File: src/rtl/hazard_scoreboard_pkg.sv
// rtl/hazard_scoreboard_pkg.sv - shared core types for the decode hazard scoreboard
package hazard_scoreboard_pkg;

    localparam int REG_ADDR_W = 5;
    localparam int NUM_REGS   = 1 << REG_ADDR_W;

    typedef struct packed {
        logic                  valid;
        logic [REG_ADDR_W-1:0] rd_addr;
    } sb_entry_t;

endpackage

File: src/rtl/hazard_scoreboard.sv
// rtl/hazard_scoreboard.sv - tracks in-flight destinations and stalls decode on RAW hazards
module hazard_scoreboard
    import hazard_scoreboard_pkg::*;
#(
    parameter int PIPE_DEPTH = 3,
    parameter int CNT_W      = 32
) (
    input  logic                  clk_i,
    input  logic                  rst_ni,
    input  logic                  hold_i,
    input  logic                  flush_i,
    input  logic                  id_valid_i,
    input  logic [REG_ADDR_W-1:0] id_rs1_addr_i,
    input  logic                  id_rs1_used_i,
    input  logic [REG_ADDR_W-1:0] id_rs2_addr_i,
    input  logic                  id_rs2_used_i,
    input  logic                  id_rd_wren_i,
    input  logic [REG_ADDR_W-1:0] id_rd_addr_i,
    output logic                  stall_o,
    output logic [NUM_REGS-1:0]   busy_o,
    output logic [CNT_W-1:0]      stall_cnt_o
);

    sb_entry_t               entries [PIPE_DEPTH];
    logic [PIPE_DEPTH-1:0]   rs1_hit;
    logic [PIPE_DEPTH-1:0]   rs2_hit;
    logic                    rs1_hazard;
    logic                    rs2_hazard;
    logic                    issue;
    logic [NUM_REGS-1:0]     busy;
    logic [CNT_W-1:0]        stall_cnt;

    // WB entry is still compared: the register file only commits at the end of WB
    for (genvar g = 0; g < PIPE_DEPTH; g++) begin : g_cmp
        assign rs1_hit[g] = entries[g].valid && (entries[g].rd_addr == id_rs1_addr_i);
        assign rs2_hit[g] = entries[g].valid && (entries[g].rd_addr == id_rs2_addr_i);
    end

    assign rs1_hazard = id_rs1_used_i && (id_rs1_addr_i != '0) && (|rs1_hit);
    assign rs2_hazard = id_rs2_used_i && (id_rs2_addr_i != '0) && (|rs2_hit);
    assign stall_o    = id_valid_i && !flush_i && (rs1_hazard || rs2_hazard);
    assign issue      = id_valid_i && !flush_i && !stall_o && id_rd_wren_i && (id_rd_addr_i != '0);

    always_comb begin
        busy = '0;
        for (int i = 0; i < PIPE_DEPTH; i++) begin
            if (entries[i].valid) begin
                busy[entries[i].rd_addr] = 1'b1;
            end
        end
        busy[0] = 1'b0;
    end

    assign busy_o      = busy;
    assign stall_cnt_o = stall_cnt;

    always_ff @(posedge clk_i) begin
        if (!rst_ni) begin
            for (int i = 0; i < PIPE_DEPTH; i++) begin
                entries[i] <= '0;
            end
            stall_cnt <= '0;
        end else if (!hold_i) begin
            for (int i = 1; i < PIPE_DEPTH; i++) begin
                entries[i] <= entries[i-1];
            end
            entries[0] <= issue ? sb_entry_t'{valid: 1'b1, rd_addr: id_rd_addr_i} : '0;
            if (stall_o && (stall_cnt != '1)) begin
                stall_cnt <= stall_cnt + 1'b1;
            end
        end
    end

endmodule

File: config.mk
export PLATFORM = sky130hd
export DESIGN_NAME = hazard_scoreboard
export DESIGN_NICKNAME = d
export VERILOG_FILES = /design/src/rtl/hazard_scoreboard_pkg.sv /design/src/rtl/hazard_scoreboard.sv
export SDC_FILE = /design/constraint.sdc
export NUM_CORES = 1
export LEC_CHECK = 0
export ABC_AREA = 1
export ABC_CLOCK_PERIOD_IN_PS = 3300
export CORE_MARGIN = 5
export CORE_UTILIZATION = 35
export DETAILED_ROUTE_END_ITERATION = 6
export SLEW_MARGIN = 20
export SYNTH_ARGS = -nofsm -noshare
export SYNTH_HDL_FRONTEND = slang
export SYNTH_SLANG_ARGS = --single-unit
File: constraint.sdc
create_clock -name clk_i -period 3.3 [get_ports clk_i]
set_input_delay 0.99 -clock clk_i [delete_from_list [all_inputs] [get_ports clk_i]]
set_output_delay 0.99 -clock clk_i [all_outputs]
set_load 0.005 [all_outputs]
==> out/qor.yml <==
clocking:
  htree_levels: 2
  cts_tree: "done"
  root_buffer: "clkbuf_16"
  clk_path_buf_depth: 2
  clk_pin_slew_ps: 70
  numCtsBuffers: 5
  insertion_delay_ps: 280
  cts_sinks: 50
critical_path:
  worst-path-buf-inv: 3
  end_kind: "output port"
  crit_path_start_kind: "input pin"
  worstPathArrival_ps: 2190
  cpPeakStageDelay_ps: 350
  path_common_cell: "nand2_1"
  crit_fanout: 6
  path_cells: "dlygate4sd2_1 -> inv_1 -> nand2_1 -> nand2_1 -> nor2_1 -> nand3_1 -> nand3_2 -> nand2_4 -> a21boi_2 -> buf_2"
  cp.required_ps: 2310
  crit_family: "buffers and inverters"
  cpMaxStageDelayCell: "dlygate4sd2_1"
  critPathKind: "input pin to output port"
sta:
  maxSlewHeadroom: 0.5857
  setup_viol: 0
  tightest_slew_ps: 620.2
  fin_skew_ps: 6.590
  fin_crit_ps: 3183
  slew_viol_final: 0
  whs_ps: 554.0
  finalHoldViolCount: 0
  max_freq_mhz: 314.2
  grt_setup_unrepaired: "no"
  timing.final.crit_share: 0.9645
power:
  ir_worst_vdd_uv: 186.7
  powerDensity_nw_per_um2: 251.9
  leakagePower_uw: 0.002461
global_route:
  grt_start_max_net_pins: 29
  grt_pass1_vias: 4658
  antenna_found_initial: 0
  grt-ovfl-total: 0
  track_usage: 0.1985
  grt_pass1_wl_um: 23670
synthesis:
  synthCells: 703
  synth_area_leaders: "nand2_1 (20%), dfxtp_1 (15%), edfxtp_1 (13%), inv_1 (9.8%), nor2_1 (9.2%)"
  synth_top_area_share: 0.2010
  yosysSeqAreaShare: 0.2739
  yosys.area.top_type: "nand2_1"
  ys_seq_elements: 50
  syn_area_per_cell_um2: 6.135
  synth_nets: 727
  syn_area_um2: 4313
  yosysWarnings: 0
  synth.distinct_cells: 40
detailed_routing:
  vias_per_cell: 5.070
  drt-met1-wl_um: 6349
  via_count: 4964
  wl_per_cell_um: 14.90
  dr.pass1.iters: 5
  wl_met3_um: 1086
  wl_um: 14580
  drc: 0
  drtIter0Drc: 485
  topRoutingLayerUsed: "met4"
  antenna_left: 0
  wl_met2_um: 6911
place:
  place_congestion: 0.9290
  hpwl_um: 11030
  port_buffers: 86
die:
  die-area_um2: 14640
  ios: 88
  die_y_um: 121.0
  die-width_um: 121.0
  rows: 40
  start_util: 0.3576
  core_area_um2: 12060
finish:
  diodes: 0
  final_cell_mix: "nand2_1 (231), inv_1 (112), nor2_1 (105)"
  drive_above_1_share: 0.1073
  layout.cells.most_common: "nand2_1"
  areaGrowthSynthToFinish_pct: 30.20
  fill_cells: 1258
  fin_nets: 834
  final_core_util: 0.4656
status:
  outcome: "complete, no violations"
job:
  maxCapViolations: 0
hold_path:
  hold_class: "flip-flop to flip-flop"
## registers in the layout, summed over array words and instances, names as in the netlist
register / count
entries: 18
stall_cnt_o: 32
## layer usage
layer	vias to the layer above	track usage
met3	24	0.03124
met4	0	0.03824
met2	217	0.3400
li1	2431	-
met5	-	0
met1	2292	0.2648
## repair_timing
| item | CTS | global route |
|---|---|---|
| endpoints found under the setup margin | 1 | 15 |
| gates resized for setup | 17 | 3 |
| cloned | 0 | 0 |
| setup buffers | 0 | 3 |
| hold buffers | 0 | 0 |
| pin swaps | 2 | 0 |
## final timing paths
check | slack (ps) | from | cells after the start | endpoint
worst min-delay path | 550 | stall_cnt_o[25] | 4 | stall_cnt_o[25]
worst max register to register | 950 | stall_cnt_o[0] | 10 | stall_cnt_o[8]
worst max-delay path | 120 | id_rs2_addr_i[1] | 10 | stall_o
worst min register to register | 550 | stall_cnt_o[25] | 4 | stall_cnt_o[25]
## per-stage QoR
step           power [uW]  area (um^2)  TNS [ps]  setup WS [ps]  cells
3_5_place_dp        923.4         5450    -675.2         -675.2    968
3_3_place_gp        923.7         5450    -680.0         -680.0    968
2_1_floorplan       812.9         4313         0          282.6    703
4_1_cts              1425         5578         0          47.03    976
5_1_grt              1481         5615         0          4.280    979
6_report             1415         5615         0          117.1    979
## power breakdown
group	switching (uW)	total [uW]	leakage, uW	internal (uW)
registers	19.5	671	0.000457	652
clock network	225	502	0.0000672	277
logic	151	241	0.00194	89.6
## area by class of cell
cell class                      count  area, um^2  share of cell area
Multi-Input combinational cell    517        2567              0.4572
Timing Repair Buffer              115        1061              0.1889
Tap cell                          168       210.2             0.03743
Sequential cell                    50        1181              0.2103
Clock buffer                        5       125.1             0.02228
Inverter                          121       454.2             0.08088
Clock inverter                      3       16.27            0.002897
## tightest hold or removal path: cells and delay by family (launching register included)
kind          cells  cell delay, ps
flops             1             320
buf+inv           2             110
simple gates      2              80
## synth_stat cells
cell type / number
nand2_1: 231
inv_1: 113
nor2_1: 106
nor3_1: 42
nand3_1: 41
dfxtp_1: 32
o21bai_1: 24
nand4_2: 20
edfxtp_1: 18
nand4_1: 14
inv_2: 8
clkbuf_1: 5
buf_6: 4
o221ai_1: 4
buf_4: 3
nor2_2: 3
o21ai_0: 3
xor2_1: 3
and2_1: 2
buf_12: 2
nand2_2: 2
nand2_4: 2
nand3_2: 2
nand4_4: 2
o21ai_1: 2
a21boi_0: 1
a21oi_1: 1
a22oi_1: 1
buf_2: 1
conb_1: 1
ha_1: 1
nand2_8: 1
nor2_4: 1
nor3_4: 1
nor3b_1: 1
nor4_1: 1
nor4_2: 1
o2111ai_1: 1
o31ai_1: 1
or2_2: 1
## kinds of logic (layout without fill, tap and decap cells)
logic type | count (synthesis) | after routing | synth area share
AO/OA/AOI/OAI | 38 | 38 | 0.06411
XOR/XNOR | 3 | 3 | 0.006093
adder cells (fa/ha/maj) | 1 | 1 | 0.002901
buffers and inverters | 136 | 244 | 0.1358
flip-flops | 50 | 50 | 0.2739
other | 1 | 1 | 0.0008695
AND/OR/NAND/NOR | 474 | 474 | 0.5164
No activity file was read; power rests on OpenSTA's default activity.
